`src/rtl/hazard_pkg.sv`:
```
// Shared types and constants for the pipeline hazard controller and its
// forwarding selectors.
package hazard_pkg;

  typedef enum logic {
    ST_RUN  = 1'b0,
    ST_BUSY = 1'b1
  } hz_state_e;

  // ALU operand source select codes
  localparam logic [1:0] FWD_RF = 2'b00;
  localparam logic [1:0] FWD_W  = 2'b01;
  localparam logic [1:0] FWD_M  = 2'b10;

  localparam logic [1:0] LOAD_SRC_DEFAULT = 2'b01;
  localparam int         CNT_W            = 6;

endpackage

```
`src/rtl/hazard_fwd_sel.sv`:
```
// Per-operand bypass selector: picks the youngest in-flight producer of the
// EX-stage source register, with the M stage winning over W.
module hazard_fwd_sel
  import hazard_pkg::*;
(
  input  logic [4:0] rs_e_i,
  input  logic [4:0] rd_m_i,
  input  logic       reg_write_m_i,
  input  logic [4:0] rd_w_i,
  input  logic       reg_write_w_i,
  output logic [1:0] fwd_o
);

  // NOTE: assigning a default before any branch keeps this block free of
  // inferred latches; every always_comb output gets one first.
  always_comb begin
    fwd_o = FWD_RF;
    if (reg_write_m_i && (rd_m_i != 5'd0) && (rd_m_i == rs_e_i)) begin
      fwd_o = FWD_M;
    end else if (reg_write_w_i && (rd_w_i != 5'd0) && (rd_w_i == rs_e_i)) begin
      fwd_o = FWD_W;
    end
  end

endmodule

```
`src/rtl/hazard_controller.sv`:
```
// Pipeline hazard unit: operand forwarding, load-use stall, branch flush and a
// RUN/BUSY sequencer that parks the pipe while a multi-cycle MUL/DIV runs.
module hazard_controller
  import hazard_pkg::*;
#(
  parameter int unsigned MDU_TIMEOUT = 63,
  parameter logic [1:0]  LOAD_SRC    = LOAD_SRC_DEFAULT
) (
  input  logic        clk,
  input  logic        rst_n,
  input  logic [4:0]  Rs1D,
  input  logic [4:0]  Rs2D,
  input  logic [4:0]  Rs1E,
  input  logic [4:0]  Rs2E,
  input  logic [4:0]  RdE,
  input  logic [4:0]  RdM,
  input  logic [4:0]  RdW,
  input  logic        RegWriteM,
  input  logic        RegWriteW,
  input  logic [1:0]  ResultSrcE,
  input  logic        PCSrcE,
  input  logic        MultiCycleE,
  input  logic        mdu_done,
  output logic        StallF,
  output logic        StallD,
  output logic        StallE,
  output logic        FlushD,
  output logic        FlushE,
  output logic        FlushM,
  output logic [1:0]  ForwardAE,
  output logic [1:0]  ForwardBE,
  output logic        mdu_start,
  output logic        mdu_timeout,
  output logic [31:0] stall_count
);

  localparam logic [CNT_W-1:0] TIMEOUT_CNT = CNT_W'(MDU_TIMEOUT);

  hz_state_e        state_q, state_d;
  logic [CNT_W-1:0] cnt_q, cnt_d;
  logic             timeout_q, timeout_d;
  logic [31:0]      stall_count_q;
  logic             load_use;

  hazard_fwd_sel u_fwd_a (
    .rs_e_i        (Rs1E),
    .rd_m_i        (RdM),
    .reg_write_m_i (RegWriteM),
    .rd_w_i        (RdW),
    .reg_write_w_i (RegWriteW),
    .fwd_o         (ForwardAE)
  );

  hazard_fwd_sel u_fwd_b (
    .rs_e_i        (Rs2E),
    .rd_m_i        (RdM),
    .reg_write_m_i (RegWriteM),
    .rd_w_i        (RdW),
    .reg_write_w_i (RegWriteW),
    .fwd_o         (ForwardBE)
  );

  assign load_use = (ResultSrcE == LOAD_SRC) && (RdE != 5'd0) &&
                    ((RdE == Rs1D) || (RdE == Rs2D));

  // Control outputs must react in the same cycle as the hazard they cover,
  // so they are decoded from the current state and inputs.
  always_comb begin
    state_d   = state_q;
    cnt_d     = cnt_q;
    timeout_d = timeout_q;
    StallF    = 1'b0;
    StallD    = 1'b0;
    StallE    = 1'b0;
    FlushD    = 1'b0;
    FlushE    = 1'b0;
    FlushM    = 1'b0;
    mdu_start = 1'b0;

    unique case (state_q)
      ST_RUN: begin
        if (PCSrcE) begin
          FlushD = 1'b1;
          FlushE = 1'b1;
        end else if (MultiCycleE) begin
          StallF    = 1'b1;
          StallD    = 1'b1;
          StallE    = 1'b1;
          FlushM    = 1'b1;
          mdu_start = 1'b1;
          cnt_d     = '0;
          state_d   = ST_BUSY;
        end else if (load_use) begin
          StallF = 1'b1;
          StallD = 1'b1;
          FlushE = 1'b1;
        end
      end
      ST_BUSY: begin
        if (mdu_done) begin
          state_d = ST_RUN;
        end else if (cnt_q == TIMEOUT_CNT) begin
          // Give up on the MDU: flag it and let the pipe move on.
          timeout_d = 1'b1;
          state_d   = ST_RUN;
        end else begin
          StallF = 1'b1;
          StallD = 1'b1;
          StallE = 1'b1;
          FlushM = 1'b1;
          cnt_d  = cnt_q + 1'b1;
        end
      end
      default: state_d = ST_RUN;
    endcase

    if (!rst_n) begin
      StallF    = 1'b0;
      StallD    = 1'b0;
      StallE    = 1'b0;
      FlushD    = 1'b0;
      FlushE    = 1'b0;
      FlushM    = 1'b0;
      mdu_start = 1'b0;
    end
  end

  // NOTE: sequential state is updated with non-blocking assignments so every
  // register samples pre-edge values regardless of statement order.
  always_ff @(posedge clk) begin
    if (!rst_n) begin
      state_q       <= ST_RUN;
      cnt_q         <= '0;
      timeout_q     <= 1'b0;
      stall_count_q <= '0;
    end else begin
      state_q   <= state_d;
      cnt_q     <= cnt_d;
      timeout_q <= timeout_d;
      if (StallF && (stall_count_q != 32'hFFFF_FFFF)) begin
        stall_count_q <= stall_count_q + 32'd1;
      end
    end
  end

  assign mdu_timeout = timeout_q;
  assign stall_count = stall_count_q;

endmodule

```
`config.mk`:
```
export PLATFORM = sky130hd
export DESIGN_NAME = hazard_controller
export DESIGN_NICKNAME = d
export VERILOG_FILES = /design/src/rtl/hazard_pkg.sv /design/src/rtl/hazard_fwd_sel.sv /design/src/rtl/hazard_controller.sv
export SDC_FILE = /design/constraint.sdc
export NUM_CORES = 1
export LEC_CHECK = 0
export ABC_AREA = 1
export CAP_MARGIN = 5
export CORE_ASPECT_RATIO = 1.75
export CORE_MARGIN = 2
export CORE_UTILIZATION = 40
export DETAILED_ROUTE_END_ITERATION = 10
export HOLD_SLACK_MARGIN = 0.1
export PLACE_DENSITY = 0.69
export SYNTH_ARGS = -nofsm -noshare
export SYNTH_HDL_FRONTEND = slang
export SYNTH_SLANG_ARGS = --single-unit
```
`constraint.sdc`:
```
create_clock -name clk -period 2.3 [get_ports clk]
set_input_delay 0.46 -clock clk [delete_from_list [all_inputs] [get_ports clk]]
set_output_delay 0.46 -clock clk [all_outputs]
set_load 0.05 [all_outputs]
```
==> results of run 1 <==
[cell usage in the layout (no fill, tap or decap), types with 2 or more instances in the layout]
master           netlist  final
a21oi_1               34     34
buf_12                 0      8
buf_4                  2     30
buf_6                  3      2
clkbuf_16              0      6
clkdlybuf4s50_1        0     44
dfxtp_1               40     39
dlygate4sd2_1          0     21
dlymetal6s2s_1         0      9
ha_1                   2      2
inv_1                 46     44
inv_2                  2      4
nand2_1              149    146
nand2_2                4      6
nand3_1               56     55
nand3b_1               6      6
nand4_1                8      8
nor2_1                56     53
nor2_4                 1      3
nor3_1                16     15
nor4_4                 0      2
or2_2                  4      3
xnor2_1               12     11
xor2_1                26     26
[cell type report]
type                       instances  area share, %
clock buffer                       6           2.88
clock inverter                     2          0.782
inverter                          49           4.10
sequential                        40           17.9
timing repair buffer             117           26.4
multi-input combinational        387           45.5
tap                               86           2.40
[where the power goes]
part | internal (W) | switching (W) | total, W
logic | 0.000166 | 0.000194 | 0.000360
clock network | 0.000510 | 0.000274 | 0.000784
registers | 0.000698 | 0.00000480 | 0.000703
total | 0.00137 | 0.000473 | 0.00185
[through the flow]
stage | utilization, % | area [sq um] | cells
global placement | 58.4 | 4230 | 678
floorplan | - | 3040 | 490
detailed placement | 58.4 | 4230 | 678
CTS | 60.7 | 4390 | 686
finish | 61.9 | 4480 | 687
global route | 61.9 | 4480 | 687
[critical path, cell delays in order]
cell,delay (ns)
clkdlybuf4s50_1,0.54
xnor2_1,0.14
nand3_1,0.14
nor4_4,0.27
nor2_2,0.09
buf_12,0.16
[timing repair]
action,in CTS,in global routing
gates cloned,0,0
endpoints found under the hold margin,0,0
gates resized for setup,32,25
pin swaps,16,6
buffers inserted,1,2
setup endpoints to repair,9,20
[kinds of logic (layout without fill, tap and decap cells)]
group / after synthesis / count (layout) / synth area share (%)
compound gates: 41 / 41 / 7.38
fa+ha+maj: 2 / 2 / 0.839
buf+inv: 63 / 174 / 9.19
xor+xnor: 38 / 38 / 11.2
flops: 40 / 40 / 26.8
simple gates: 306 / 306 / 44.6
[state kept, by name, indices dropped and copies added, names as in the netlist]
name         cells
mdu_timeout      1
state_q          1
stall_count     32
cnt_q            6
[layer usage]
layer | vias up | part of all wire, % | GRT usage [%]
met4 | 0 | 3.9 | 12.1
met2 | 124 | 56 | 48.4
li1 | 1793 | - | -
met3 | 22 | 5.6 | 4.60
met5 | - | 0 | 0
met1 | 1571 | 34 | 20.9
[worst max path at each step]
stage,end,slack (ns)
finish,ForwardAE[0],0.05
detailed placement,ForwardAE[0],-0.14
CTS,ForwardBE[0],-0.003
global route,FlushE,0.001
global placement,FlushE,-0.1
floorplan,ForwardAE[0],0.005
==> out/qor.json, run 1 <==
{
  "outcome": {"value": "finished clean"},
  "drt_drc_violations_left": {"value": 0},
  "synthesis.nets": {"value": 536},
  "mappedNetlistArea": {"value": 0.00298, "unit": "sq mm"},
  "tritoncts": {"value": "done"},
  "timing.final.crit_period": {"value": 2.25, "unit": "ns"},
  "grt_first_pass_wirelength": {"value": 15700, "unit": "um"},
  "synthesis.instances": {"value": 490},
  "combined_area_of_the_multi_input_logic_cells": {"value": 0.00204, "unit": "sq mm"},
  "critPathLaunchType": {"value": "primary input"},
  "ff2ff_path_depth": {"value": 8},
  "finalNetCount": {"value": 646},
  "port-buffer-count": {"value": 87},
  "period_share": {"value": 98.0, "unit": "%"},
  "rr_startpoint": {"value": "stall_count[26]$_SDFFE_PN0P_"},
  "worstHoldPathType": {"value": "reg -> reg"},
  "grt.overflow.total": {"value": 0},
  "sequential_standard_cell_area": {"value": 802, "unit": "sq um"},
  "fmaxAchievable": {"value": 443, "unit": "MHz"},
  "avgRoutedWirePerCell": {"value": 14.2, "unit": "um"},
  "p_leak": {"value": 1.87, "unit": "nW"},
  "end_kind": {"value": "primary output"},
  "drt-total-wl": {"value": 9760, "unit": "um"},
  "globalplace.congestion": {"value": 0.967},
  "vias": {"value": 3510},
  "holdPathStages": {"value": 1},
  "timing.reg2reg.setup_slack": {"value": 0.29, "unit": "ns"},
  "number_of_antenna_violating_nets_in_the_routed_design": {"value": 0},
  "critical_path.reg2reg.endpoint": {"value": "stall_count[10]$_SDFFE_PN0P_"},
  "insertedDiodeCount": {"value": 0},
  "syn_to_final_growth": {"value": 50.2, "unit": "%"},
  "relSlewSlack": {"value": 64.2, "unit": "%"},
  "holdWs": {"value": 0.476, "unit": "ns"},
  "pre_cts_ws": {"value": -0.139, "unit": "ns"},
  "cts_num_sinks": {"value": 40},
  "num_io_pins": {"value": 88},
  "yosys-top-cells-area": {"value": "dfxtp_1, nand2_1, nand3_1"},
  "clock_tree.htree_level_count": {"value": 2},
  "worst-setup-path-type": {"value": "in -> out"},
  "fp.coreArea": {"value": 0.00723, "unit": "sq mm"},
  "initial_antenna_violation_count": {"value": 0},
  "max-vdd-ir-drop": {"value": 319, "unit": "uV"},
  "critical_path_arrival": {"value": 1.79, "unit": "ns"},
  "nFillCells": {"value": 681},
  "synth_edf_count": {"value": 0},
  "fin_setup_tns": {"value": 0, "unit": "ns"},
  "timing_max_transition_violations_final": {"value": 0},
  "setup_viol": {"value": 0},
  "fin_skew": {"value": 0.00503, "unit": "ns"},
  "total_of_warnings_raised_by_yosys": {"value": 0},
  "ys_async_sr_fraction": {"value": 0, "unit": "%"},
  "post_route_cells_drive_above_1_share": {"value": 13.3, "unit": "%"},
  "yosys_register_bits": {"value": 40},
  "worst_slack": {"value": 0.0451, "unit": "ns"},
  "synthDominantCellAreaShare": {"value": 26.8, "unit": "%"},
  "max_cap_violations": {"value": 0},
  "detailed_place_hpwl": {"value": 7740, "unit": "um"},
  "setup_repair_after_global_routing_missed_its_margin": {"value": "no"},
  "syn_avg_cell_area": {"value": 6.09, "unit": "sq um"},
  "design_power_total": {"value": 0.00185, "unit": "W"},
  "routed_via_density": {"value": 5.11},
  "powerDensity": {"value": 412, "unit": "mW/mm^2"},
  "max-clock-path-buffers": {"value": 2},
  "drt-pass1-iter-count": {"value": 4},
  "min_delay_worst_endpoint": {"value": "mdu_timeout$_SDFFE_PN0P_"},
  "design.die.area": {"value": 0.00819, "unit": "sq mm"},
  "synthMostInstantiatedCell": {"value": "nand2_1"},
  "synth.cells.most_frequent": {"value": "nand2_1, nand3_1, nor2_1"},
  "worst_skew_pair_later_pin_latency": {"value": 0.29, "unit": "ns"},
  "clockRootBuffer": {"value": "clkbuf_16"},
  "seq_area_frac_synth": {"value": 26.8, "unit": "%"},
  "grt_pass1_vias": {"value": 3429},
  "die_height": {"value": 118, "unit": "um"},
  "start_util": {"value": 41.2, "unit": "%"},
  "yosysTopAreaCell": {"value": "dfxtp_1"},
  "hold_start": {"value": "mdu_timeout$_SDFFE_PN0P_"},
  "crit_path_start": {"value": "Rs1E[4]"},
  "gr-usage-all-layers": {"value": 23.7, "unit": "%"},
  "row_count": {"value": 41},
  "finalHoldViolations": {"value": 0},
  "number_of_buffers_created_by_cts": {"value": 5},
  "cts_hold_repair.buffers": {"value": 0},
  "dominantRegCellSynth": {"value": "dfxtp_1"},
  "chipWidth": {"value": 69.3, "unit": "um"},
  "worstMarginPinSlew": {"value": 0.531, "unit": "ns"},
  "drt_iter0_markers": {"value": 166},
  "maximum_net_fanout_on_the_critical_path": {"value": 2},
  "synth_cell_types": {"value": 28},
  "critPathRequiredTime": {"value": 1.84, "unit": "ns"},
  "grt_start_max_net_pins": {"value": 32},
  "path_clk_slew": {"value": 0.06, "unit": "ns"}
}
Note: power is estimated with default switching activity, not from simulation.
==> inputs of run 2 (changes only) <==
Settings changed: ABC_AREA 1 to 0, PLACE_DENSITY 0.69 to 0.73.
==> out/qor.json, run 2 <==
{
  "ff2ff_path_depth": {"value": 9},
  "die_height": {"value": 106, "unit": "um"},
  "outcome": {"value": "finished with violations"},
  "critPathRequiredTime": {"value": 1.84, "unit": "ns"},
  "cts_hold_repair.buffers": {"value": 0},
  "drt_drc_violations_left": {"value": 0},
  "drt-total-wl": {"value": 9270, "unit": "um"},
  "switching_power": {"value": 0.000468, "unit": "W"},
  "fp.coreArea": {"value": 0.00579, "unit": "sq mm"},
  "chipWidth": {"value": 62, "unit": "um"},
  "timing.final.crit_period": {"value": 2.38, "unit": "ns"},
  "relSlewSlack": {"value": 64.6, "unit": "%"},
  "top_usage_layer": {"value": "met2"},
  "seq_area_frac_synth": {"value": 34.0, "unit": "%"},
  "initial_antenna_violation_count": {"value": 0},
  "maximum_net_fanout_on_the_critical_path": {"value": 2},
  "intPower": {"value": 0.00117, "unit": "W"},
  "vias": {"value": 2840},
  "port-buffer-count": {"value": 87},
  "drt_iter0_markers": {"value": 85},
  "synthesis.nets": {"value": 328},
  "worstMarginPinSlew": {"value": 0.529, "unit": "ns"},
  "sequential_standard_cell_area": {"value": 818, "unit": "sq um"},
  "number_of_antenna_violating_nets_in_the_routed_design": {"value": 0},
  "max_ffs_per_register": {"value": 32},
  "synthesis.instances": {"value": 282},
  "avgRoutedWirePerCell": {"value": 17.7, "unit": "um"},
  "detailed_place_hpwl": {"value": 5840, "unit": "um"},
  "met2_demand_to_capacity_share_in_global_routing": {"value": 51.6, "unit": "%"},
  "clock_tree.htree_level_count": {"value": 2},
  "fmaxAchievable": {"value": 419, "unit": "MHz"},
  "synth.cells.most_frequent": {"value": "dfxtp_1, nor2_1, nand2_1"},
  "grt_use_met3": {"value": 5.77, "unit": "%"},
  "setup_repair_after_global_routing_missed_its_margin": {"value": "yes"},
  "insertedDiodeCount": {"value": 0},
  "grt.overflow.total": {"value": 0},
  "worstHoldPathType": {"value": "reg -> reg"},
  "tritoncts": {"value": "done"},
  "grt_pass1_vias": {"value": 2894},
  "mappedNetlistArea": {"value": 0.00235, "unit": "sq mm"},
  "path_clk_slew": {"value": 0.08, "unit": "ns"},
  "combined_area_of_the_multi_input_logic_cells": {"value": 0.00187, "unit": "sq mm"},
  "ys_async_sr_fraction": {"value": 0, "unit": "%"},
  "timing_max_transition_violations_final": {"value": 0},
  "max_cap_violations": {"value": 0},
  "synth_cell_types": {"value": 41},
  "p_leak": {"value": 1.77, "unit": "nW"},
  "netSwitchingFraction": {"value": 28.6, "unit": "%"},
  "max-clock-path-buffers": {"value": 2},
  "seq_power_share": {"value": 42.8, "unit": "%"},
  "groute.layer.met1.usage": {"value": 24.0, "unit": "%"},
  "mostFrequentLayoutCell": {"value": "buf_4"},
  "start_util": {"value": 40.7, "unit": "%"},
  "number_of_buffers_created_by_cts": {"value": 5},
  "worst-setup-path-type": {"value": "reg -> out"},
  "worst_skew_pair_later_pin_latency": {"value": 0.29, "unit": "ns"},
  "fin_skew": {"value": 0.00409, "unit": "ns"},
  "clockRootBuffer": {"value": "clkbuf_8"},
  "synth_edf_count": {"value": 0},
  "end_kind": {"value": "primary output"},
  "yosysTopAreaCell": {"value": "dfxtp_1"},
  "design_power_total": {"value": 0.00164, "unit": "W"},
  "syn_to_final_growth": {"value": 87.8, "unit": "%"},
  "power.clock.fraction": {"value": 29.4, "unit": "%"},
  "grt_first_pass_wirelength": {"value": 13400, "unit": "um"},
  "worst_slack": {"value": -0.0839, "unit": "ns"},
  "syn_avg_cell_area": {"value": 8.35, "unit": "sq um"},
  "failed_checks": {"value": "setup timing"},
  "drt-pass1-iter-count": {"value": 4},
  "period_share": {"value": 104, "unit": "%"},
  "dominantRegCellSynth": {"value": "dfxtp_1"},
  "num_io_pins": {"value": 88},
  "yosys-top-cells-area": {"value": "dfxtp_1, xnor2_1, xor2_1"},
  "fin_setup_tns": {"value": -0.356, "unit": "ns"},
  "synthMostInstantiatedCell": {"value": "dfxtp_1"},
  "cts_num_sinks": {"value": 40},
  "grt_start_max_net_pins": {"value": 31},
  "row_count": {"value": 37},
  "finalNetCount": {"value": 490},
  "post_route_cells_drive_above_1_share": {"value": 41.6, "unit": "%"},
  "mostFrequentLayoutCells": {"value": "buf_4, clkdlybuf4s50_1, nor2_1, dfxtp_1, nand2_1"},
  "routed_via_density": {"value": 5.43},
  "nFillCells": {"value": 402},
  "globalplace.congestion": {"value": 0.809},
  "comb_power_share": {"value": 27.8, "unit": "%"},
  "holdPathStages": {"value": 2},
  "critical_path_arrival": {"value": 1.92, "unit": "ns"},
  "gr-usage-all-layers": {"value": 27.5, "unit": "%"},
  "synthDominantCellAreaShare": {"value": 34.0, "unit": "%"},
  "finalHoldViolations": {"value": 0},
  "timing.reg2reg.setup_slack": {"value": -0.03, "unit": "ns"},
  "design.die.area": {"value": 0.00654, "unit": "sq mm"},
  "critPathLaunchType": {"value": "flop"},
  "setup_viol": {"value": 5},
  "total_of_warnings_raised_by_yosys": {"value": 0},
  "powerDensity": {"value": 371, "unit": "mW/mm^2"},
  "yosys_register_bits": {"value": 40},
  "max-vdd-ir-drop": {"value": 409, "unit": "uV"}
}
-- run 2: layout make-up --
class                      instances  area share, %
clock inverter                     2          0.226
inverter                           6          0.707
multi-input combinational        228           42.3
timing repair buffer             163           34.1
tap                               78           2.21
sequential                        40           18.5
clock buffer                       6           1.87
-- run 2: kinds of logic (layout without fill, tap and decap cells) --
group,count (synthesis),after routing,share of synthesized area (%)
compound gates,36,36,10.3
buf+inv,14,177,2.92
flops,40,40,34.0
fa+ha+maj,2,2,1.06
simple gates,135,135,30.8
mux,9,9,3.83
xor+xnor,46,46,17.1
-- run 2: final timing paths --
check                               startpoint                           end
setup / recovery         cnt_q[0]$_SDFFE_PN0P_                        StallD
hold / removal    stall_count[12]$_SDFFE_PN0P_  stall_count[12]$_SDFFE_PN0P_
setup reg to reg               state_q$_DFF_P_  stall_count[11]$_SDFFE_PN0P_
hold reg to reg   stall_count[12]$_SDFFE_PN0P_  stall_count[12]$_SDFFE_PN0P_
-- run 2: worst max-delay path: stages, from the launching register on --
cell	delay, ns
dfxtp_2	0.36
ha_4	0.15
nand3_4	0.07
o21ba_4	0.22
o21ai_4	0.17
clkinvlp_4	0.17
a31oi_4	0.18
buf_6	0.14
inv_6	0.04
buf_12	0.13
-- run 2: power by group through the flow --
stage | clock network [W] | registers, W | logic [W]
after global routing | 0.000523 | 0.000701 | 0.000477
after floorplan | 0 | 0.000722 | 0.000140
after detailed placement | 0 | 0.000717 | 0.000355
after global placement | 0 | 0.000716 | 0.000350
final | 0.000483 | 0.000701 | 0.000456
after CTS | 0.000496 | 0.000701 | 0.000414
-- run 2: layer usage --
metal,wire (um),up-vias
met2,5180,114
met1,2860,1349
li1,-,1323
met5,0,-
met4,622,0
met3,607,54
-- run 2: through the flow --
step	setup slack, ns	instances	instance area (sq um)	hold slack, ns	util, %
after floorplan	-0.335	282	2490	0.458	-
after global placement	-0.562	486	3890	0.468	67.2
after detailed placement	-0.603	486	3890	0.474	67.2
after CTS	-0.0878	518	4320	0.490	74.7
after global routing	-0.155	523	4420	0.520	76.4
final	-0.0839	523	4420	0.486	76.4
-- run 2: repair_timing --
action                     in CTS  in global routing
gates cloned                    1                  0
setup endpoints to repair      22                 31
pin swaps                      30                 40
setup buffers                  23                  8
resized for setup             106                 60
